$ cat src/rtl/mem_arb_pkg.sv
// Shared types for the cache/memory arbiter: FSM states, requester ids and the
// line-offset helper used to align burst base addresses.
package mem_arb_pkg;

    typedef enum logic [1:0] {
        IDLE    = 2'd0,
        BURST_I = 2'd1,
        BURST_D = 2'd2,
        DONE    = 2'd3
    } t_arb_state;

    typedef enum logic {
        REQ_I = 1'b0,
        REQ_D = 1'b1
    } t_requester;

    // Number of low address bits covered by one cache line.
    function automatic int unsigned line_offset_bits(input int unsigned burst_len,
                                                     input int unsigned data_width);
        return $clog2(burst_len * data_width / 8);
    endfunction

endpackage

$ cat src/rtl/cache_mem_arbiter.sv
// Shares one backing-memory port between the I-cache and D-cache line engines:
// round-robin grant on ties, fixed-length beat bursts, one-cycle done pulse.
module cache_mem_arbiter
    import mem_arb_pkg::*;
#(
    parameter int unsigned ADDR_WIDTH = 64,
    parameter int unsigned DATA_WIDTH = 32,
    parameter int unsigned BURST_LEN  = 16
) (
    input  logic                         clk,
    input  logic                         rst,
    input  logic                         i_icache_req,
    input  logic [ADDR_WIDTH-1:0]        i_icache_addr,
    output logic                         o_icache_gnt,
    output logic                         o_icache_rvalid,
    output logic                         o_icache_done,
    input  logic                         i_dcache_req,
    input  logic                         i_dcache_we,
    input  logic [ADDR_WIDTH-1:0]        i_dcache_addr,
    input  logic [DATA_WIDTH-1:0]        i_dcache_wdata,
    output logic                         o_dcache_gnt,
    output logic                         o_dcache_rvalid,
    output logic                         o_dcache_wready,
    output logic                         o_dcache_done,
    output logic [DATA_WIDTH-1:0]        o_rdata,
    output logic [$clog2(BURST_LEN)-1:0] o_beat,
    output logic                         o_mem_req,
    output logic                         o_mem_we,
    output logic [ADDR_WIDTH-1:0]        o_mem_addr,
    output logic [DATA_WIDTH-1:0]        o_mem_wdata,
    input  logic                         i_mem_ready,
    input  logic [DATA_WIDTH-1:0]        i_mem_rdata
);

    localparam int unsigned BEAT_W     = $clog2(BURST_LEN);
    localparam int unsigned BYTE_SHIFT = $clog2(DATA_WIDTH / 8);
    localparam int unsigned LINE_OFFS  = line_offset_bits(BURST_LEN, DATA_WIDTH);
    localparam logic [ADDR_WIDTH-1:0] LINE_MASK =
        ~((ADDR_WIDTH'(1) << LINE_OFFS) - ADDR_WIDTH'(1));
    localparam logic [BEAT_W-1:0] LAST_BEAT = BEAT_W'(BURST_LEN - 1);

    t_arb_state            state_q, state_d;
    t_requester            last_q, last_d;
    t_requester            gnt_sel;
    logic [BEAT_W-1:0]     beat_q, beat_d;
    logic [ADDR_WIDTH-1:0] base_q, base_d;
    logic                  we_q, we_d;
    logic                  in_burst;

    always_ff @(posedge clk) begin
        if (rst) begin
            state_q <= IDLE;
            last_q  <= REQ_I;
            beat_q  <= '0;
            base_q  <= '0;
            we_q    <= 1'b0;
        end else begin
            state_q <= state_d;
            last_q  <= last_d;
            beat_q  <= beat_d;
            base_q  <= base_d;
            we_q    <= we_d;
        end
    end

    // Arbitration, burst sequencing and beat counting.
    always_comb begin
        state_d = state_q;
        last_d  = last_q;
        beat_d  = beat_q;
        base_d  = base_q;
        we_d    = we_q;
        gnt_sel = REQ_I;
        unique case (state_q)
            IDLE: begin
                if (i_icache_req && i_dcache_req) begin
                    gnt_sel = (last_q == REQ_I) ? REQ_D : REQ_I;
                end else begin
                    gnt_sel = i_dcache_req ? REQ_D : REQ_I;
                end
                if (i_icache_req || i_dcache_req) begin
                    last_d = gnt_sel;
                    beat_d = '0;
                    if (gnt_sel == REQ_D) begin
                        state_d = BURST_D;
                        base_d  = i_dcache_addr & LINE_MASK;
                        we_d    = i_dcache_we;
                    end else begin
                        state_d = BURST_I;
                        base_d  = i_icache_addr & LINE_MASK;
                        we_d    = 1'b0;
                    end
                end
            end
            BURST_I, BURST_D: begin
                if (i_mem_ready) begin
                    // The final beat returns the counter to zero as the burst ends.
                    if (beat_q == LAST_BEAT) begin
                        beat_d  = '0;
                        state_d = DONE;
                    end else begin
                        beat_d = beat_q + BEAT_W'(1);
                    end
                end
            end
            DONE: state_d = IDLE;
            default: state_d = IDLE;
        endcase
    end

    // Port outputs; only rvalid/wready and the data pass-throughs see inputs.
    always_comb begin
        in_burst        = (state_q == BURST_I) || (state_q == BURST_D);
        o_icache_gnt    = (state_q == BURST_I);
        o_dcache_gnt    = (state_q == BURST_D);
        o_mem_req       = in_burst;
        o_mem_we        = (state_q == BURST_D) && we_q;
        o_icache_rvalid = (state_q == BURST_I) && i_mem_ready;
        o_dcache_rvalid = (state_q == BURST_D) && !we_q && i_mem_ready;
        o_dcache_wready = (state_q == BURST_D) && we_q && i_mem_ready;
        o_icache_done   = (state_q == DONE) && (last_q == REQ_I);
        o_dcache_done   = (state_q == DONE) && (last_q == REQ_D);
        o_beat          = beat_q;
        o_mem_addr      = in_burst ? (base_q + (ADDR_WIDTH'(beat_q) << BYTE_SHIFT)) : '0;
        o_mem_wdata     = o_mem_we ? i_dcache_wdata : '0;
        o_rdata         = i_mem_rdata;
    end

endmodule
$ cat config.mk
export PLATFORM = sky130hd
export DESIGN_NAME = cache_mem_arbiter
export DESIGN_NICKNAME = d
export VERILOG_FILES = /design/src/rtl/mem_arb_pkg.sv /design/src/rtl/cache_mem_arbiter.sv
export SDC_FILE = /design/constraint.sdc
export NUM_CORES = 1
export LEC_CHECK = 0
export ABC_CLOCK_PERIOD_IN_PS = 6600
export CAP_MARGIN = 10
export CORE_AREA = 2 2 131 133
export CTS_CLUSTER_DIAMETER = 50
export DETAILED_ROUTE_END_ITERATION = 7
export DIE_AREA = 0 0 133 135
export MAX_ROUTING_LAYER = met4
export PLACE_DENSITY_LB_ADDON = 0.25
export SLEW_MARGIN = 40
export SYNTH_ARGS = -nofsm -noshare
export SYNTH_HDL_FRONTEND = slang
export SYNTH_SLANG_ARGS = --single-unit
$ cat constraint.sdc
create_clock -name clk -period 6.6 [get_ports clk]
set_clock_uncertainty 0.2 [all_clocks]
set_input_delay 1.65 -clock clk [delete_from_list [all_inputs] [get_ports clk]]
set_output_delay 1.65 -clock clk [all_outputs]
set_load 0.005 [all_outputs]
==> impl_metrics.yaml, run 1 <==
global_routing:
  grtUsageTotal_pct: 14.9
  grt_overflow: 0
  grt_max_degree: 73
  grt_pass1_vias: 3843
  grt_pass1_wl_microns: 20300
  antenna_found_initial: 0
route:
  wl_met1_microns: 5190
  highest_layer: "met4"
  drt-vias-per-instance: 4.44
  wl_microns: 13500
  wl_met2_microns: 7040
  drt-initial-drc-count: 129
  vias: 3968
  drt_first_pass_iters: 4
  wl_met3_microns: 1200
  drc: 0
  ant_nets: 0
  wire_per_inst_microns: 15.2
worst_hold_path:
  hold_class: "flop to flop"
power:
  p_comb_share_pct: 51.5
  cell_internal_pwr_mw: 1.48
  power_mw: 2.29
  switching_share_pct: 35.3
  p_switching_mw: 0.807
  cellPowerDensity_mw_per_mm2: 334
  ir_drop_mv: 0.212
  p_clk_share_pct: 22.5
  leakagePower_nw: 2.77
  seqPwrFrac_pct: 26.0
setup_path:
  startpoint_type: "primary input"
  cpMaxStageDelayCell: "clkdlybuf4s50_1"
  max_stage_delay_ns: 0.66
  cp_num_buf_inv: 2
  cp_top_family: "buffers and inverters"
  cp.required_ns: 4.75
  path_common_cell: "clkdlybuf4s50_1"
  cp-end-kind: "output pin"
  critPathKind: "primary input to output pin"
  crit_path_cell_trace: "clkdlybuf4s50_1 > nand2_1 > nor2_1 > clkdlybuf4s50_1"
  cp.arrival_ns: 3.02
  path_max_fanout: 7
job:
  max_cap_viol_count: 0
final_layout:
  fillCellCount: 1592
  drive_gt1_share_pct: 4.46
  n_antenna_cell: 0
  regArea_sq_mm: 0.00132
  multi_input_area_sq_mm: 0.00223
  synthToLayoutAreaGrowth_pct: 72.1
  nets: 873
yosys:
  ys_types: 30
  yosysSeqAreaShare_pct: 33.2
  synthSimpleGateAreaFrac_pct: 24.2
  yosys_warnings: 0
  yosysMostFrequentCell: "dfxtp_1"
  syn_inst: 465
  yosys-top-cells-area: "dfxtp_1, mux2i_1, a211oi_1, and2_1, buf_4"
  synth-xor-area-share_pct: 0
  syn_area_sq_mm: 0.00398
  synth_top_area_share_pct: 33.2
  yosysTopAreaCell: "dfxtp_1"
  synth_fa_ha_area_share_pct: 1.89
  ys.flop_type: "dfxtp_1"
  avgSynthCellArea_sq_um: 8.56
  synth_top_family_by_area: "simple AND/OR/NAND/NOR gates"
  synthTopCellsByCount: "dfxtp_1, and2_1, nor2_1"
  synth_compound_area_share_pct: 13.7
  yosys-mux-area-fraction_pct: 15.1
  synthArstFlopShare_pct: 0
  synth-seq-cells: 66
  synth_edf_count: 0
clocking:
  ctsHoldBuffers: 0
  cts_tree: "yes"
  clk_latency_ns: 0.33
  clk_pin_slew_ns: 0.05
  postCtsSetupRepairBufs: 0
  postCtsResizedCells: 0
  cts_buffers: 9
  cts_buffer_depth: 2
  cts_root_buf: "clkbuf_16"
  cts.sinks: 66
  cts_htree_levels: 3
die:
  die_y_microns: 135
  io_pins: 339
  rows: 47
  die_x_microns: 133
  die_area_sq_mm: 0.0180
  core_area_sq_mm: 0.0164
  start_util_pct: 24.3
placed_design:
  numPortBuffers: 260
  gp_congestion: 0.793
  dp_hpwl_microns: 10300
  pre_cts_ws_ns: 1.69
sta:
  finalCriticalPeriod_ns: 4.87
  hold_violations: 0
  grt_setup_unrepaired: "false"
  max_freq_mhz: 205
  worstMarginPinSlew_ns: 0.757
  setup_slack_ns: 1.73
  tns_ns: 0
  drv_slew: 0
  setup_viol: 0
  timing.final.crit_share_pct: 73.8
  maxSlewHeadroom_pct: 49.5
outcome:
  status: "finished clean"
[path summary, 6_finish.rpt]
check	start	end	slack (ns)	cells past startpoint
hold / removal	base_q[59]	base_q[59]	0.29	2
setup reg to reg	state_q[1]	o_beat[0]	4.12	6
hold reg to reg	base_q[59]	base_q[59]	0.29	2
setup / recovery	i_mem_ready	o_dcache_rvalid	1.73	4
[worst min-delay path, cell delays in order (launching register included)]
cell and delay [ns]:
dfxtp_1 0.30, nor2_1 0.09, a211oi_1 0.05
[placed cells by master, fill, tap and decap left out, drive strengths merged]
master and instances:
clkdlybuf4s50 259, dfxtp 66, and2 65, nor2 65, mux2i 60, a211oi 60, and3 33, clkbuf 11
buf 8, nand2 7, a21oi 7, ha 6, nor2b 3, inv 2, o21ai 2, nand4 2
a31oi 2, conb 2, bufinv 2, or3 2, a21boi 1, nor3b 1, nor4b 1, nand3 1
a311oi 1, a21o 1, a32oi 1, clkinvlp 1, clkinv 1
[layer usage]
metal | vias to the layer above | track usage (%)
li1 | 1987 | -
met1 | 1773 | 15.5
met2 | 198 | 27.0
met3 | 10 | 5.22
met4 | 0 | 3.70
met5 | - | -
[layout make-up]
cell class / count / share of cell area [%]
timing repair buffer: 267 / 39.4
multi-input combinational: 323 / 32.5
sequential: 66 / 19.3
tap: 220 / 4.02
clock buffer: 11 / 3.54
clock inverter: 4 / 1.11
inverter: 2 / 0.110
[per-stage QoR]
| step | hold WS (ns) | area (sq um) | utilization (%) | instances |
|---|---|---|---|---|
| after global routing | 0.314 | 6850 | 41.7 | 893 |
| after global placement | 0.282 | 6460 | 39.4 | 875 |
| after detailed placement | 0.288 | 6530 | 39.8 | 878 |
| final | 0.291 | 6850 | 41.7 | 893 |
| after CTS | 0.296 | 6840 | 41.7 | 893 |
| after floorplan | 0.274 | 3980 | - | 466 |
[state kept, by name, indices dropped and copies added (netlist names)]
register  flops
state_q       2
base_q       58
o_beat        4
we_q          1
last_q        1
[kinds of logic after synthesis]
| group | Yosys count |
|---|---|
| buf+inv | 77 |
| compound gates | 75 |
| fa+ha+maj | 6 |
| other cells | 1 |
| flops | 66 |
| simple gates | 180 |
| mux | 60 |
[power by group through the flow]
stage	Sequential, mW	Combinational [mW]	Clock (mW)
finish	0.595	1.18	0.514
global route	0.612	1.31	0.553
CTS	0.596	1.20	0.533
detailed placement	0.604	1.19	0
global placement	0.596	1.14	0
floorplan	0.576	0.679	0
No activity file was read; power rests on OpenSTA's default activity.
==> run 2: changes to the inputs <==
--- a/config.mk
+++ b/config.mk
@@ -5,12 +5,12 @@
 export SDC_FILE = /design/constraint.sdc
 export NUM_CORES = 1
 export LEC_CHECK = 0
-export ABC_CLOCK_PERIOD_IN_PS = 6600
+export ABC_CLOCK_PERIOD_IN_PS = 4100
 export CAP_MARGIN = 10
-export CORE_AREA = 2 2 131 133
+export CORE_AREA = 2 2 132 134
 export CTS_CLUSTER_DIAMETER = 50
 export DETAILED_ROUTE_END_ITERATION = 7
-export DIE_AREA = 0 0 133 135
+export DIE_AREA = 0 0 134 136
 export MAX_ROUTING_LAYER = met4
 export PLACE_DENSITY_LB_ADDON = 0.25
 export SLEW_MARGIN = 40
==> constraint.sdc (replaced) <==
create_clock -name clk -period 4.1 [get_ports clk]
set_clock_uncertainty 0.2 [all_clocks]
set_input_delay 1.025 -clock clk [delete_from_list [all_inputs] [get_ports clk]]
set_output_delay 1.025 -clock clk [all_outputs]
set_load 0.005 [all_outputs]
==> run 2 against run 1 <==
Compared with the run above:
- sequential cell count did not move
- first-iteration DRC count rose by 3.9%
- combinational power grew 58%
- total power grew 59%
- setup slack worse by 1.3 ns
- clock power grew 56%
- count of clock-buffer cells in the layout down 1
- global-route usage decreased by 1.2 points
- sequential power rose by 60%
- die area up 1.5%
- routed wire length shrank 7.8%
- critical endpoint is now o_mem_addr[7]
- highest routed layer unchanged
==> impl_metrics.yaml, run 2 (same netlist as run 1, synthesis figures left out) <==
sta:
  hold_ws_ns: 0.293
  setup_slack_ns: 0.404
  hold_violations: 0
  maxSlewHeadroom_pct: 59.9
  max_freq_mhz: 271
  setup_viol: 0
  finalCriticalPeriod_ns: 3.70
  grt_setup_unrepaired: "false"
  tns_ns: 0
  drv_slew: 0
  timing.final.crit_share_pct: 90.2
  worstMarginPinSlew_ns: 0.602
die:
  die_x_microns: 134
  core_area_sq_mm: 0.0169
  die_area_sq_mm: 0.0182
  rows: 48
  die_y_microns: 136
  io_pins: 339
  start_util_pct: 23.6
clocking:
  clk_pin_slew_ns: 0.05
  cts_buffer_depth: 2
  postCtsResizedCells: 0
  cts.sinks: 66
  clk_latency_ns: 0.32
  ctsHoldBuffers: 0
  cts_tree: "yes"
  postCtsSetupRepairBufs: 0
  cts_buffers: 9
  cts_root_buf: "clkbuf_16"
  cts_htree_levels: 3
outcome:
  status: "finished clean"
route:
  ant_nets: 0
  wire_per_inst_microns: 13.9
  drt-vias-per-instance: 4.36
  wl_microns: 12500
  drt_first_pass_iters: 4
  drt-initial-drc-count: 134
  drc: 0
  vias: 3909
job:
  max_cap_viol_count: 0
global_routing:
  grt_max_degree: 61
  grtUsageTotal_pct: 13.7
  grt_pass1_wl_microns: 19000
  antenna_found_initial: 0
  grt_overflow: 0
  grt_pass1_vias: 3712
setup_path:
  cp.required_ns: 2.87
  cp-end-kind: "output pin"
  critPathKind: "flop to output pin"
  reg2reg_slack_ns: 1.39
  cp.arrival_ns: 2.47
  startpoint_type: "flop"
  path_max_fanout: 45
final_layout:
  synthToLayoutAreaGrowth_pct: 70.6
  largest_reg_flops: 58
  final_cell_mix: "clkdlybuf4s50_1, and2_1, nor2_1, dfxtp_1"
  nets: 872
  fillCellCount: 1669
  final_common_cell: "clkdlybuf4s50_1"
  regMostFlops: "base_q"
  n_antenna_cell: 0
  drive_gt1_share_pct: 4.32
worst_hold_path:
  hold_class: "flop to flop"
placed_design:
  pre_cts_ws_ns: 0.466
  gp_congestion: 0.728
  dp_hpwl_microns: 9400
  numPortBuffers: 260
power:
  ir_drop_mv: 0.216
  cellPowerDensity_mw_per_mm2: 534
  leakagePower_nw: 2.74
==> run 2: cell types whose count changed in the layout (fill, tap and decap cells not counted) <==
cell,previous run,this run
clkinv_4,1,0
buf_8,2,0
ha_4,1,0
clkinvlp_4,1,2
clkbuf_8,1,0
buf_16,1,0
clkinv_2,0,1
buf_4,3,5
ha_2,1,2
==> run 2: final timing paths <==
check,startpoint,end,depth (start not counted)
max,state_q[0],o_mem_addr[7],5
min,base_q[56],base_q[56],2
max reg2reg,state_q[0],o_beat[0],7
min reg2reg,base_q[56],base_q[56],2
==> run 2: per-layer routing <==
layer,GRT usage [%],share of wire (%),vias up,routed length (microns)
met3,4.14,8.1,10,1010
met5,-,0,-,0
li1,-,-,1995,-
met1,15.1,42,1729,5180
met4,4.49,1.3,0,167
met2,23.7,49,175,6130
==> run 2: critical path, stage by stage, from the launching register on <==
cell and delay [ns]:
dfxtp_1 0.39, inv_1 0.11, ha_2 0.66, buf_12 0.26, and2_1 0.17, clkdlybuf4s50_1 0.52
==> run 2: power breakdown <==
group / internal [mW] / leakage [nW] / switching, mW
clock network: 0.527 / 0.145 / 0.277
registers: 0.845 / 0.548 / 0.105
logic: 0.964 / 2.05 / 0.907
total: 2.34 / 2.74 / 1.29
==> run 2: stage by stage <==
| stage | power [mW] | utilization [%] | area [sq um] | std cells |
|---|---|---|---|---|
| 2_1_floorplan | 2.02 | - | 3980 | 466 |
| 5_1_grt | 3.94 | 40.2 | 6790 | 897 |
| 3_5_place_dp | 2.87 | 38.4 | 6480 | 882 |
| 6_report | 3.63 | 40.2 | 6790 | 897 |
| 3_3_place_gp | 2.83 | 38.4 | 6480 | 882 |
| 4_1_cts | 3.70 | 40.2 | 6790 | 897 |
==> run 2: final cells by class <==
type	instances	area, sq um	area share (%)
repair buffers	266	2660	39.1
inverters	2	7.51	0.111
multi-input cells	323	2220	32.6
clock inverters	5	80.1	1.18
clock buffers	10	229	3.37
well taps	225	282	4.15
flip-flops and latches	66	1320	19.5
==> run 3: changes to the inputs <==
--- a/config.mk
+++ b/config.mk
@@ -5,14 +5,16 @@
 export SDC_FILE = /design/constraint.sdc
 export NUM_CORES = 1
 export LEC_CHECK = 0
-export ABC_CLOCK_PERIOD_IN_PS = 4100
+export ABC_CLOCK_PERIOD_IN_PS = 4550
 export CAP_MARGIN = 10
-export CORE_AREA = 2 2 132 134
+export CELL_PAD_IN_SITES_DETAIL_PLACEMENT = 0
+export CELL_PAD_IN_SITES_GLOBAL_PLACEMENT = 1
+export CORE_UTILIZATION = 23
 export CTS_CLUSTER_DIAMETER = 50
 export DETAILED_ROUTE_END_ITERATION = 7
-export DIE_AREA = 0 0 134 136
 export MAX_ROUTING_LAYER = met4
 export PLACE_DENSITY_LB_ADDON = 0.25
+export RECOVER_POWER = 25
 export SLEW_MARGIN = 40
 export SYNTH_ARGS = -nofsm -noshare
 export SYNTH_HDL_FRONTEND = slang
==> constraint.sdc (replaced) <==
create_clock -name clk -period 4.55 [get_ports clk]
set_clock_uncertainty 0.2 [all_clocks]
set_input_delay 1.1375 -clock clk [delete_from_list [all_inputs] [get_ports clk]]
set_output_delay 1.1375 -clock clk [all_outputs]
set_load 0.005 [all_outputs]
==> run 3 against run 2 <==
Compared with the run above:
- total power is 11% lower
- first-iteration DRC count is 13% lower
- cell count is 0.67% lower
- routed wire length is 1.6% higher
- non-clock buffer count is 2 lower
- register-to-register slack better by 0.60 ns
- sequential share of layout area is 0.16 points higher
- count of clock-buffer cells in the layout is 2 higher
==> impl_metrics.yaml, run 3 (same netlist as run 1, synthesis figures left out) <==
die:
  die_x_microns: 134
  start_util_pct: 23.7
  rows: 47
  io_pins: 339
  die_area_sq_mm: 0.0178
  core_area_sq_mm: 0.0168
  die_y_microns: 134
placed_design:
  dpl_cell_area_sq_mm: 0.00647
  pre_cts_ws_ns: 0.652
  gp_congestion: 0.733
  dp_hpwl_microns: 9410
  numPortBuffers: 260
route:
  drt-vias-per-instance: 4.44
  ant_nets: 0
  drc: 0
  drt-initial-drc-count: 117
  wire_per_inst_microns: 14.2
  drt_first_pass_iters: 4
  vias: 3958
  wl_microns: 12700
clocking:
  cts_tree: "yes"
  cts_htree_levels: 3
  postCtsResizedCells: 0
  cts_root_buf: "clkbuf_16"
  cts.sinks: 66
  clk_latency_ns: 0.33
  cts_buffer_depth: 2
  cts_buffers: 9
  postCtsSetupRepairBufs: 0
  clk_pin_slew_ns: 0.05
  ctsHoldBuffers: 0
sta:
  max_freq_mhz: 259
  setup_slack_ns: 0.683
  setup_viol: 0
  finalCriticalPeriod_ns: 3.87
  drv_slew: 0
  worstMarginPinSlew_ns: 1.39
  timing.final.crit_share_pct: 85.0
  grt_setup_unrepaired: "false"
  tns_ns: 0
  maxSlewHeadroom_pct: 7.21
  hold_violations: 0
setup_path:
  rr_worst_depth: 6
  worstReg2RegEnd: "o_beat[0]"
  startpoint_type: "primary input"
  cp.arrival_ns: 2.53
  cp.required_ns: 3.21
  timing.rr.start: "state_q[0]"
  cp-end-kind: "output pin"
  reg2reg_slack_ns: 1.99
  critPathKind: "primary input to output pin"
  startpoint: "i_mem_ready"
  crit_path_end: "o_dcache_rvalid"
  path_max_fanout: 7
global_routing:
  grt_pass1_wl_microns: 20000
  antenna_found_initial: 0
  grt_max_degree: 101
  grtUsageTotal_pct: 14.8
  grt_pass1_vias: 3892
  grt_overflow: 0
final_layout:
  utilization_pct: 40.2
  largest_reg_flops: 58
  final_common_cell: "clkdlybuf4s50_1"
  final_cell_mix: "clkdlybuf4s50_1, and2_1, nor2_1, dfxtp_1"
  regMostFlops: "base_q"
  fillCellCount: 1656
  n_antenna_cell: 0
  drive_gt1_share_pct: 3.43
  synthToLayoutAreaGrowth_pct: 69.3
  final_area_sq_mm: 0.00674
  nets: 870
job:
  max_cap_viol_count: 0
power:
  ir_drop_mv: 0.347
  cellPowerDensity_mw_per_mm2: 478
  leakagePower_nw: 2.74
outcome:
  status: "finished clean"
worst_hold_path:
  hold_class: "flop to flop"
-- run 3: cell count changes in the layout (fill, tap and decap cells not counted), moves of 2 or more --
cell             previous run  this run
dlygate4sd3_1               0         7
clkdlybuf4s50_1           259       252
clkbuf_1                    1         3
buf_4                       5         2
-- run 3: worst min path at each step --
| stage | start | to | slack, ns | cells past startpoint |
|---|---|---|---|---|
| CTS | base_q[57] | base_q[57] | 0.29 | 2 |
| global placement | base_q[27] | base_q[27] | 0.28 | 2 |
| finish | base_q[20] | base_q[20] | 0.29 | 2 |
| global route | base_q[9] | base_q[9] | 0.31 | 2 |
| detailed placement | base_q[50] | base_q[50] | 0.29 | 2 |
| floorplan | base_q[10] | base_q[10] | 0.27 | 2 |
-- run 3: cell type report --
cell class	count	area (sq um)	area share, %
Inverter	2	7.51	0.111
Clock inverter	4	51.3	0.761
Sequential cell	66	1320	19.6
Tap cell	220	275	4.09
Clock buffer	12	246	3.66
Timing Repair Buffer	264	2640	39.1
Multi-Input combinational cell	323	2200	32.6
-- run 3: power by group --
part	internal, mW	total (mW)	switching (mW)
clock network	0.439	0.694	0.255
logic	0.853	1.68	0.823
registers	0.761	0.854	0.0926
-- run 3: stage by stage --
step | power (mW) | std cells | hold slack, ns
3_5_place_dp | 2.59 | 875 | 0.287
2_1_floorplan | 1.82 | 466 | 0.274
3_3_place_gp | 2.54 | 875 | 0.282
5_1_grt | 3.50 | 891 | 0.307
4_1_cts | 3.31 | 891 | 0.294
6_report | 3.22 | 891 | 0.290
-- run 3: layer usage --
metal	vias to the layer above	wire, microns	GRT usage [%]
li1	1990	-	-
met1	1757	5100	15.8
met2	192	6230	25.1
met3	19	1170	5.33
met4	0	180	5.05
met5	-	0	-
-- run 3: worst max-delay path, cell delays in order --
cell	delay (ns)
clkdlybuf4s50_1	0.66
nand2_1	0.09
nor2_1	0.10
clkdlybuf4s50_1	0.54
